File: src/rtl/conv_mac_seq_if.sv
// Window-in / result-out handshake bundle for conv_mac_seq.
// The slave side is the MAC engine and the master side is its environment.
interface conv_mac_seq_if;
   logic         win_valid;
   logic         win_ready;
   logic [224:0] win_data;
   logic [224:0] w_data;
   logic [15:0]  bias;
   logic         out_valid;
   logic         out_ready;
   logic [8:0]   out_data;
   logic         busy;

   modport slave (
      input  win_valid, win_data, w_data, bias, out_ready,
      output win_ready, out_valid, out_data, busy
   );

   modport master (
      output win_valid, win_data, w_data, bias, out_ready,
      input  win_ready, out_valid, out_data, busy
   );
endinterface

File: src/rtl/conv_mac_seq.sv
// Sequential 5x5 convolution MAC: 25 products, then bias add, ReLU,
// shift and saturation to 0..255, followed by a held valid/ready output.
module conv_mac_seq #(
   parameter int SHIFT = 8,
   parameter int ACC_W = 24
) (
   input  logic             clk,
   input  logic             rstn,
   conv_mac_seq_if.slave    bus
);

   typedef enum logic [1:0] {
      S_IDLE,
      S_MAC,
      S_POST,
      S_OUT
   } state_t;

   state_t                    r_state;
   state_t                    w_next;
   logic [4:0]                r_idx;
   logic signed [ACC_W-1:0]   r_acc;
   logic [224:0]              r_pix;
   logic [224:0]              r_wgt;
   logic signed [15:0]        r_bias;
   logic                      r_out_valid;
   logic [8:0]                r_out_data;

   logic                      w_accept;
   logic signed [8:0]         w_pix;
   logic signed [8:0]         w_wgt;
   logic signed [17:0]        w_prod;
   logic signed [ACC_W-1:0]   w_prod_ext;
   logic signed [ACC_W-1:0]   w_bias_ext;
   logic signed [ACC_W-1:0]   w_sum;
   logic [ACC_W-1:0]          w_relu;
   logic [ACC_W-1:0]          w_shift;
   logic [8:0]                w_sat;

   assign w_accept = bus.win_valid && (r_state == S_IDLE);

   // Capture registers shift down one element per MAC edge,
   // so the current operand pair is always in the low 9 bits.
   assign w_pix      = r_pix[8:0];
   assign w_wgt      = r_wgt[8:0];
   assign w_prod     = 18'(w_pix) * 18'(w_wgt);
   assign w_prod_ext = ACC_W'(w_prod);

   assign w_bias_ext = ACC_W'(r_bias);
   assign w_sum      = r_acc + w_bias_ext;
   assign w_relu     = w_sum[ACC_W-1] ? '0 : w_sum;
   assign w_shift    = w_relu >> SHIFT;
   assign w_sat      = (w_shift > ACC_W'(255)) ? 9'd255 : w_shift[8:0];

   always_ff @(posedge clk or negedge rstn) begin
      if (!rstn) r_state <= S_IDLE;
      else       r_state <= w_next;
   end

   always_comb begin
      w_next = r_state;
      unique case (r_state)
         S_IDLE: if (w_accept) w_next = S_MAC;
         S_MAC:  if (r_idx == 5'd24) w_next = S_POST;
         S_POST: w_next = S_OUT;
         S_OUT:  if (bus.out_ready) w_next = S_IDLE;
         default: w_next = S_IDLE;
      endcase
   end

   always_ff @(posedge clk or negedge rstn) begin
      if (!rstn) begin
         r_idx       <= '0;
         r_acc       <= '0;
         r_pix       <= '0;
         r_wgt       <= '0;
         r_bias      <= '0;
         r_out_valid <= 1'b0;
         r_out_data  <= '0;
      end else begin
         unique case (r_state)
            S_IDLE: begin
               if (w_accept) begin
                  r_pix  <= bus.win_data;
                  r_wgt  <= bus.w_data;
                  r_bias <= bus.bias;
                  r_acc  <= '0;
                  r_idx  <= '0;
               end
            end
            S_MAC: begin
               r_acc <= r_acc + w_prod_ext;
               r_idx <= r_idx + 5'd1;
               r_pix <= r_pix >> 9;
               r_wgt <= r_wgt >> 9;
            end
            S_POST: begin
               r_out_data  <= w_sat;
               r_out_valid <= 1'b1;
            end
            S_OUT: begin
               if (bus.out_ready) r_out_valid <= 1'b0;
            end
            default: ;
         endcase
      end
   end

   assign bus.win_ready = (r_state == S_IDLE);
   assign bus.busy      = (r_state != S_IDLE);
   assign bus.out_valid = r_out_valid;
   assign bus.out_data  = r_out_data;

endmodule

File: src/flat_wrapper.sv
// flat-port wrapper written by rule: the top's interface ports become plain ports
module conv_mac_seq_flat 
#(
   parameter int SHIFT = 8,
   parameter int ACC_W = 24
)
  (clk, rstn, bus_win_valid, bus_win_data, bus_w_data, bus_bias, bus_out_ready, bus_win_ready, bus_out_valid, bus_out_data, bus_busy);
  conv_mac_seq_if bus_i ();
  input  logic clk;
  input  logic rstn;
  input wire logic [$bits(bus_i.win_valid)-1:0] bus_win_valid;
  input wire logic [$bits(bus_i.win_data)-1:0] bus_win_data;
  input wire logic [$bits(bus_i.w_data)-1:0] bus_w_data;
  input wire logic [$bits(bus_i.bias)-1:0] bus_bias;
  input wire logic [$bits(bus_i.out_ready)-1:0] bus_out_ready;
  output wire logic [$bits(bus_i.win_ready)-1:0] bus_win_ready;
  output wire logic [$bits(bus_i.out_valid)-1:0] bus_out_valid;
  output wire logic [$bits(bus_i.out_data)-1:0] bus_out_data;
  output wire logic [$bits(bus_i.busy)-1:0] bus_busy;
  assign bus_i.win_valid = bus_win_valid;
  assign bus_i.win_data = bus_win_data;
  assign bus_i.w_data = bus_w_data;
  assign bus_i.bias = bus_bias;
  assign bus_i.out_ready = bus_out_ready;
  assign bus_win_ready = bus_i.win_ready;
  assign bus_out_valid = bus_i.out_valid;
  assign bus_out_data = bus_i.out_data;
  assign bus_busy = bus_i.busy;
  conv_mac_seq #(.SHIFT(SHIFT), .ACC_W(ACC_W)) u_core (.clk(clk), .rstn(rstn), .bus(bus_i));
endmodule
File: config.mk
export PLATFORM = sky130hd
export DESIGN_NAME = conv_mac_seq_flat
export DESIGN_NICKNAME = d
export VERILOG_FILES = /design/src/rtl/conv_mac_seq_if.sv /design/src/rtl/conv_mac_seq.sv /design/src/flat_wrapper.sv
export SDC_FILE = /design/constraint.sdc
export NUM_CORES = 2
export LEC_CHECK = 0
export ABC_AREA = 1
export CAP_MARGIN = 20
export CELL_PAD_IN_SITES_DETAIL_PLACEMENT = 1
export CELL_PAD_IN_SITES_GLOBAL_PLACEMENT = 1
export CORE_MARGIN = 8
export CORE_UTILIZATION = 40
export DETAILED_ROUTE_END_ITERATION = 10
export PLACE_DENSITY = 0.82
export SYNTH_ARGS = -nofsm -noshare
export SYNTH_HDL_FRONTEND = slang
export SYNTH_SLANG_ARGS = --single-unit
File: constraint.sdc
create_clock -name clk -period 6.96 [get_ports clk]
set_input_delay 2.088 -clock clk [delete_from_list [all_inputs] [get_ports clk]]
set_output_delay 2.088 -clock clk [all_outputs]
set_load 0.01 [all_outputs]
==> run summary <==
Width of the die = 281 µm
Vias/cell = 5.20
Rel. slew slack = 26.4%
Hold buffer count at CTS = 0
Worst-Skew Late Latency = 0.64 ns
Predominant post-synthesis flop cell = dfrtp_1
Reg2Reg Launch Point = u_core.r_wgt[3]$_DFFE_PN0P_
Most used cell, CP = fa_1
Async SR Flop Fraction = 100%
Yosys cell types = 41
Worst slew pin tran = 1.10 ns
Crit share post-route = 79.6%
First-pass GRT wire length = 154000 µm
Most frequent cells in the layout = 1176 x nand2_1, 507 x dfrtp_1, 480 x clkdlybuf4s50_1, 342 x nor2_1, 306 x inv_1
Final setup viols = 0
Peak Freq = 0.180 GHz
Cell Chain, Critical Path = nand2_1 > fa_1 > fa_1 > fa_1 > inv_1 > fa_1 > inv_1 > fa_1 > inv_1 > ha_1 > nand2_1 > nor4_1 > nand4_1 > nand3_1 > a21oi_1 > o21ai_0 > nand2_1
Routed len/inst = 20.6 µm
Vias in the first global route = 27300
Fillers = 8295
DR vias = 25000
Status = complete, no violations
Worst-path fanout max = 10
Fraction of final layout cells sized beyond drive strength 1 = 4.16%
Final wirelength = 98900 µm
I/O Buffers = 481
Post-CTS Setup Bufs = 0
DR DRC count = 0
Total CTS buffers = 56
GRT Resource Usage Total = 24.7%
Hold Path Stages = 2
WP data required = 7.45 ns
Post-Syn Instances = 3418
Slowest CP cell = fa_1
R2r worst-path depth = 17
Largest net degree at the start of global routing = 234
GP Congestion = 0.894
Initial DRT Pass Iterations = 7
# rows = 97
Slew Viols, Final = 0
Hold slack = 0.480 ns
Area growth syn-to-layout = 26.5%
Worst Clk Skew = 0.0385 ns
Max incr delay on CP = 0.80 ns
Final min period = 5.54 ns
Worst Hold End = u_core.r_wgt[24]$_DFFE_PN0P_
Setup TNS = 0 ns
Post-synth EDFFs = 0
Setup crit end kind = flop
Worst-path clk slew = 0.06 ns
Most common cell after layout, fill and taps aside = nand2_1
Congestion Overflow GR = 0
Initial Util = 40.2%
Crit path launch type = flop
Post-synthesis sequential area ratio = 45.2%
RSZ-0062 raised after global routing = no
Yosys reg bits = 507
Initial drt markers = 1533
Routed Antenna Nets = 0
Hold Vio Cnt, Final = 0
Initial antenna violation count = 53
Die Ht = 281 µm
R2r endpoint = u_core.r_acc[20]$_DFFE_PN0P_
Hpwl dp = 73200 µm
H-tree depth = 2
HP Start = u_core.r_wgt[24]$_DFFE_PN0P_
Core area = 0.0698 mm²
IO Count = 482
Setup CP Type = reg2reg
Post-cts sizing count = 0
CTS Buffer Depth = 3
R2R setup slack = 1.42 ns
Clk root buf = clkbuf_16
CTS tree = built
Synthesized area = 0.0281 mm²
WP buf/inv = 3
Sink Count = 507
Avg Inst Size Synth = 8.21 µm²
Final nets = 4433
Worst path arrival time = 6.03 ns
Hold/Removal Path Class = reg2reg
Ys Warns = 0
Post-Syn Nets = 4075
Die area = 0.0789 mm²
CP delay by family, top = adder cells
Max cap viols = 0
layer usage:
| layer | track usage, % | vias to the layer above | wire, µm |
|---|---|---|---|
| met3 | 4.99 | 189 | 4650 |
| met4 | 10.9 | 24 | 3720 |
| met1 | 28.8 | 12400 | 38900 |
| met5 | 0 | - | 156 |
| li1 | - | 11800 | - |
| met2 | 43.6 | 524 | 51400 |
layout make-up:
| cell class | count | area [µm²] | area share, % |
|---|---|---|---|
| Timing Repair Buffer | 505 | 5100 | 14.4 |
| Tap cell | 940 | 1180 | 3.31 |
| Multi-Input combinational cell | 2397 | 13400 | 37.7 |
| Clock inverter | 18 | 288 | 0.811 |
| Clock buffer | 83 | 1600 | 4.51 |
| Sequential cell | 507 | 12700 | 35.7 |
| Inverter | 309 | 1170 | 3.30 |
| Antenna cell | 43 | 108 | 0.303 |
synthesized netlist by cell type (all sizes together) (2+ instances only):
cell	count	area [µm²]
nand2	1185	4470
nor2	351	1350
nand4	9	62.6
inv	309	1160
clkbuf	115	432
a21oi	54	270
xnor2	5	43.8
nor3	6	30.0
xor2	12	105
or2	10	62.6
a211oi	2	15.0
a22oi	156	1170
nand3	42	210
a22o	21	184
o21ai	42	210
fa	98	1960
o22ai	2	12.5
ha	89	1110
o21bai	3	22.5
dfrtp	507	12700
nor4	4	25.0
o21a	3	22.5
buf	90	447
mux2	16	180
a31oi	277	1730
o31ai	3	22.5
sequential cells by signal, indices dropped and copies added, names as in the netlist:
signal and flops:
u_core.r_state 2, u_core.r_pix 225, u_core.r_bias 16, u_core.r_acc 24, u_core.bus.out_data 9, u_core.bus.out_valid 1, u_core.r_idx 5, u_core.r_wgt 225
logic make-up after synthesis:
family,Yosys count,synth area share (%)
simple gates,1610,22.2
fa+ha+maj,187,11.0
flops,507,45.2
buf+inv,514,7.26
mux,16,0.642
xor+xnor,17,0.531
compound gates,567,13.2
worst min-delay path: cells and delay by family, from the launching register on:
family	cells	cell delay, ns
flops	1	0.34
simple gates	2	0.11
how the worst max path moves through the flow:
stage | cells past startpoint | start | slack (ns) | to
6_report | 17 | u_core.r_wgt[3]$_DFFE_PN0P_ | 1.42 | u_core.r_acc[20]$_DFFE_PN0P_
5_1_grt | 18 | u_core.r_wgt[3]$_DFFE_PN0P_ | 1.09 | u_core.r_acc[19]$_DFFE_PN0P_
4_1_cts | 17 | u_core.r_wgt[3]$_DFFE_PN0P_ | 1.43 | u_core.r_acc[20]$_DFFE_PN0P_
3_5_place_dp | 17 | u_core.r_wgt[3]$_DFFE_PN0P_ | 1.48 | u_core.r_acc[20]$_DFFE_PN0P_
3_3_place_gp | 18 | u_core.r_pix[8]$_DFFE_PN0P_ | 1.60 | u_core.r_acc[19]$_DFFE_PN0P_
2_1_floorplan | 19 | u_core.r_wgt[0]$_DFFE_PN0P_ | 1.99 | u_core.r_acc[22]$_DFFE_PN0P_
per-stage QoR:
stage	util (%)	setup slack (ns)	std cells	area, µm²
final	50.9	1.42	4802	35500
after global routing	50.9	1.09	4797	35500
after CTS	50.7	1.43	4759	35400
after detailed placement	48.0	1.48	4658	33500
after global placement	48.0	1.60	4658	33500
after floorplan	-	1.99	3418	28100
Power is left out: the tool's default activity adds up to more than one toggle a clock period on the data nets, which glitch-free logic cannot reach.
